`config.mk`:
```
export PLATFORM = sky130hd
export DESIGN_NAME = comp_gain_loader
export DESIGN_NICKNAME = d
export VERILOG_FILES = /design/src/rtl/comp_gain_loader.sv
export SDC_FILE = /design/constraint.sdc
export NUM_CORES = 1
export LEC_CHECK = 0
export ABC_AREA = 1
export CAP_MARGIN = 20
export CORE_ASPECT_RATIO = 0.75
export CORE_MARGIN = 2
export CORE_UTILIZATION = 50
export CTS_CLUSTER_DIAMETER = 50
export DETAILED_ROUTE_END_ITERATION = 8
export PLACE_DENSITY = 0.66
export SETUP_SLACK_MARGIN = 0.2
export SLEW_MARGIN = 0
export SYNTH_ARGS = -nofsm -noshare
export SYNTH_HDL_FRONTEND = slang
export SYNTH_SLANG_ARGS = --single-unit
```
`constraint.sdc`:
```
create_clock -name clk -period 5.8 [get_ports clk]
set_clock_uncertainty 0.1 [all_clocks]
set_input_delay 0.58 -clock clk [delete_from_list [all_inputs] [get_ports clk]]
set_output_delay 0.58 -clock clk [all_outputs]
set_load 0.01 [all_outputs]
```
`src/rtl/comp_gain_loader.sv`:
```
// Streams a 64x8 shadow gain table (or unity gains) into the compressor's serial
// gain ROM as one unbroken 64-beat burst, highest entry index first.
module comp_gain_loader #(
  parameter logic [7:0] UNITY     = 8'h10,
  parameter bit         AUTO_INIT = 1'b1
) (
  input  logic       clk,
  input  logic       rst,
  input  logic [5:0] hwa,
  input  logic [7:0] hwd,
  input  logic       hwe,
  input  logic       load,
  input  logic       bypass,
  output logic [7:0] cin,
  output logic       cwe,
  output logic       busy,
  output logic       done,
  output logic       werr
);

  typedef enum logic [1:0] {
    IDLE  = 2'd0,
    PRIME = 2'd1,
    SHIFT = 2'd2,
    FIN   = 2'd3
  } state_t;

  state_t     state_q, state_d;
  logic [5:0] cnt_q, cnt_d;
  logic       src_byp_q, src_byp_d;
  logic       pend_q;
  logic       last_q;
  logic [7:0] cin_q, cin_d;
  logic       cwe_q, cwe_d;
  logic       busy_q, busy_d;
  logic       done_q, done_d;
  logic       werr_q, werr_d;
  logic       start_s;
  logic       wr_en_s;
  logic [7:0] mem_q [64];

  assign start_s = load | bypass | pend_q;
  assign wr_en_s = hwe & (state_q == IDLE) & ~rst;

  // Shadow table write port; contents deliberately survive reset
  always_ff @(posedge clk) begin
    if (wr_en_s) begin
      mem_q[hwa] <= hwd;
    end
  end

  // State, counter and registered outputs
  always_ff @(posedge clk) begin
    if (rst) begin
      state_q   <= IDLE;
      cnt_q     <= 6'd63;
      src_byp_q <= 1'b0;
      pend_q    <= AUTO_INIT;
      last_q    <= 1'b0;
      cin_q     <= 8'h00;
      cwe_q     <= 1'b0;
      busy_q    <= 1'b0;
      done_q    <= 1'b0;
      werr_q    <= 1'b0;
    end else begin
      state_q   <= state_d;
      cnt_q     <= cnt_d;
      src_byp_q <= src_byp_d;
      pend_q    <= 1'b0;
      last_q    <= (state_q == SHIFT) && (cnt_q == 6'd0);
      cin_q     <= cin_d;
      cwe_q     <= cwe_d;
      busy_q    <= busy_d;
      done_q    <= done_d;
      werr_q    <= werr_d;
    end
  end

  // Next-state: last_q marks the cycle whose data is entry 0
  always_comb begin
    state_d   = state_q;
    cnt_d     = cnt_q;
    src_byp_d = src_byp_q;
    case (state_q)
      IDLE: begin
        if (start_s) begin
          state_d   = PRIME;
          cnt_d     = 6'd63;
          src_byp_d = bypass | pend_q;
        end else begin
          state_d = IDLE;
        end
      end
      PRIME: begin
        state_d = SHIFT;
        cnt_d   = cnt_q - 6'd1;
      end
      SHIFT: begin
        if (cnt_q != 6'd0) begin
          cnt_d = cnt_q - 6'd1;
        end else begin
          cnt_d = cnt_q;
        end
        if (last_q) begin
          state_d = FIN;
        end else begin
          state_d = SHIFT;
        end
      end
      FIN: begin
        state_d = IDLE;
      end
      default: begin
        state_d = IDLE;
      end
    endcase
  end

  // Outputs decoded from the next state so they register in step with it;
  // the table read at cnt_q lands in cin one cycle later (read runs ahead)
  always_comb begin
    busy_d = (state_d == PRIME) || (state_d == SHIFT);
    cwe_d  = (state_d == SHIFT);
    done_d = (state_d == FIN);
    werr_d = hwe && (state_q != IDLE);
    cin_d  = 8'h00;
    if (cwe_d) begin
      if (src_byp_q) begin
        cin_d = UNITY;
      end else begin
        cin_d = mem_q[cnt_q];
      end
    end else begin
      cin_d = 8'h00;
    end
  end

  assign cin  = cin_q;
  assign cwe  = cwe_q;
  assign busy = busy_q;
  assign done = done_q;
  assign werr = werr_q;

endmodule

```
==> impl_summary.md <==
Run status
The flow ran to the end, and the final reports show no timing, DRC or antenna violations.

Floorplan
The width of the die is 246 µm. The floorplan step defined a die boundary enclosing 45800 µm². In this run the vertical extent of the chip is 186 µm.

After floorplanning, the core was sized to cover 43400 µm². After floorplanning, the core was divided into 66 placement rows. The initial core utilization is 50.8%. For this design the top-level I/O count stands at 31.

Route
The routed via count is 14400. The detail-routed via count per cell is 5.75. For this block, the initial DRC count from the detailed router was 1729. The number of nets with antenna violations after routing is 0. The final layout contains routed wiring with a total length of 55700 µm. The count of TritonRoute iterations in the first routing pass is 8. In the final routed layout, each cell accounts on average for 22.3 µm. For this run, design rule violations remaining after detail routing come to 0.

Layout
Once layout is done, the placed cells without fillers occupy 24200 µm². The count of nets after finishing is 1904. Of the cells placed in the final design, the portion with a size suffix greater than 1 is 6.04%.

0 antenna diodes ended up in the layout. Compared with the post-synthesis result, the final layout area differs by 9.97%. For this run, the share of the core covered by cells in the final layout is 55.8%. The filler cells instantiated in the layout total 3607. In the layout the commonest cells are sky130_fd_sc_hd__nand2_1, sky130_fd_sc_hd__edfxtp_1, sky130_fd_sc_hd__nand3_1. The most common cell after layout, fill and taps aside is sky130_fd_sc_hd__nand2_1.

The post-route non-filler standard cell count is 2497.

STA
After routing, the total negative slack on setup checks comes to 0 ns. Static timing analysis puts the maximum clock frequency at 0.276 GHz. The clock period minus final worst setup slack is 3.62 ns.

At the pin with the least slew margin, the transition time is 1.12 ns. The normalized max-slew margin is 25.1%. The number of endpoints failing setup at the final stage is 0. Setup repair after global routing left no endpoint under its margin. The max-slew violation count was 0. The count of endpoints failing hold in the final timing report is 0. The fraction of the cycle the final worst path needs is 62.4%.

Clock tree
The CTS tree is yes. The clock insertion delay at the later pin of the skew report is 0.58 ns. The clock passes through at most 3 buffers. In this run, post-CTS repair resized a total of 0 instances. The total CTS buffers is 50. The H-tree generated during clock tree synthesis spans 2 levels.

The number of hold-repair buffers added at the cts stage is 0. The clock-pin slew on the worst setup and hold paths is 0.06 ns. The total clock sinks is 541. The clock tree root buffer cell is sky130_fd_sc_hd__clkbuf_16.

The buffer count from post-CTS setup fixing is 0.

Placed design
The number of buffer cells added on primary ports is 30. Once detailed placement completed, the half-perimeter wirelength came to 31600 µm. The standard cell area after detailed placement is 22400 µm². The routability congestion estimate from global placement is 0.838. The total instance count after detailed placement is 2403.

Power
The leakage power of the design is 8.64 nW. The total power consumption of the routed design is 9.03 mW. Dividing total power by cell area gives a power density of 373 nW/µm². The maximum VDD drop is 299 µV.

Setup path
The critical path is of the in2reg type. The worst setup path is captured at a flop. Along the worst path, the maximum fanout reaches 13. The signal on the critical path passes through clkdlybuf4s50_1 > nor3_2 > nand4_1 > nor2_1. The largest individual stage delay along the critical path comes from the cell sky130_fd_sc_hd__nand4_1.

Data on the critical path is required at its endpoint by 5.90 ns. Data arrives at the worst endpoint at 3.72 ns. The worst setup path is launched from an input pin.

In this design, the stage delay of the slowest critical-path cell is 0.99 ns.

Yosys
The synthesized flop and latch total is 541. Of the post-synthesis cell area, the dominant cell type holds 69.7%. The synthesized area divided by synthesized cell count is 11.7 µm². The number of distinct library cell variants in the gate-level netlist after synthesis is 29. The synthesized net count is 1915. After synthesis, the cell types taking the most area are sky130_fd_sc_hd__edfxtp_1, sky130_fd_sc_hd__nand2_1, sky130_fd_sc_hd__nand3_1. After synthesis, flip-flops and latches occupy 72.4% of the total area.

The mapped netlist covers 22000 µm². During synthesis, Yosys emitted a total of 0 warnings. The most area-hungry cell type in the Yosys netlist is sky130_fd_sc_hd__edfxtp_1.

The number of instances in the synthesized netlist is 1889.

GRT
Entering global routing, the biggest net connects 124 pins. The total grt overflow is 0. The via count of the first global-routing pass is 13900. The global router's overall resource usage is 24.8%. The number of antenna violations at the first check in global routing was 0. The first global-routing pass estimated 83800 µm of wire.

Flow run
The number of max-cap violations is 0.

Worst hold path
The class of the tightest hold or removal check is reg2reg.
[sequential cells by signal, summed over array words and instances (netlist names), named ones only]
signal and flops:
werr 1, mem_q 512, last_q 1, cnt_q 6, done 1, state_q 2, cwe 1, src_byp_q 1
busy 1, pend_q 1, cin 8
[routing by layer]
metal	share of wire (%)	global-route usage [%]	vias to the layer above
li1	-	-	6599
met1	42	35.8	6954
met2	45	38.5	712
met3	10	4.93	92
met4	2.6	7.20	0
met5	0	0	-
[synth_stat cells]
master / number
sky130_fd_sc_hd__a21oi_1: 11
sky130_fd_sc_hd__edfxtp_1: 512
sky130_fd_sc_hd__nand3_1: 448
sky130_fd_sc_hd__buf_2: 27
sky130_fd_sc_hd__nand2_1: 641
sky130_fd_sc_hd__inv_6: 1
sky130_fd_sc_hd__nor3_1: 2
sky130_fd_sc_hd__mux2_2: 1
sky130_fd_sc_hd__nor4_1: 1
sky130_fd_sc_hd__nand3_2: 1
sky130_fd_sc_hd__o21ai_0: 7
sky130_fd_sc_hd__xor2_1: 1
sky130_fd_sc_hd__buf_8: 1
sky130_fd_sc_hd__ha_1: 7
sky130_fd_sc_hd__nand4_1: 9
sky130_fd_sc_hd__a211o_1: 2
sky130_fd_sc_hd__dfxtp_1: 29
sky130_fd_sc_hd__nor2_1: 74
sky130_fd_sc_hd__clkbuf_1: 22
sky130_fd_sc_hd__or2_2: 2
sky130_fd_sc_hd__inv_2: 1
sky130_fd_sc_hd__buf_12: 1
sky130_fd_sc_hd__clkbuf_4: 1
sky130_fd_sc_hd__nand3b_1: 2
sky130_fd_sc_hd__buf_4: 28
sky130_fd_sc_hd__buf_6: 18
sky130_fd_sc_hd__inv_1: 26
sky130_fd_sc_hd__buf_1: 12
sky130_fd_sc_hd__nor3_2: 1
[cell type report]
class	count	area [µm²]	area share [%]
inverter	28	113	0.465
timing repair buffer	47	403	1.66
clock buffer	62	1400	5.78
tap	578	723	2.98
multi-input combinational	1210	5260	21.7
clock inverter	31	378	1.56
sequential	541	16000	65.9
[cell families after synthesis]
family,Yosys count,synth area share [%]
and+or+nand+nor,1181,22.9
AOI/OAI and AO/OA,20,0.488
buffers and inverters,138,3.76
adders and majority gates,7,0.397
DFF,541,72.4
muxes,1,0.0511
xor gates and xnor gates,1,0.0397
[where the power goes]
group	switching [mW]	total [mW]	internal, mW
logic	0.832	1.15	0.316
registers	0.0680	4.36	4.30
clock network	1.41	3.52	2.11
total	2.31	9.03	6.72
[through the flow]
stage                     hold WS [ns]  setup slack [ns]
final                            0.390              2.18
after global routing             0.417              2.04
after CTS                        0.384              2.15
after detailed placement         0.375              1.57
after global placement           0.366              1.69
after floorplan                  0.321              3.63
[worst paths after layout]
check / startpoint / to / slack (ns) / cells after the start
max: rst / mem_q[30][2] / 2.18 / 4
min: last_q / done / 0.39 / 2
max reg2reg: state_q[0] / mem_q[30][2] / 2.22 / 6
min reg2reg: last_q / done / 0.39 / 2
[worst max-delay path, delay by kind of cell]
kind                   cells  cell delay [ns]
and+or+nand+nor            3             2.48
buffers and inverters      1             0.64
No activity file was read; power rests on OpenSTA's default activity.
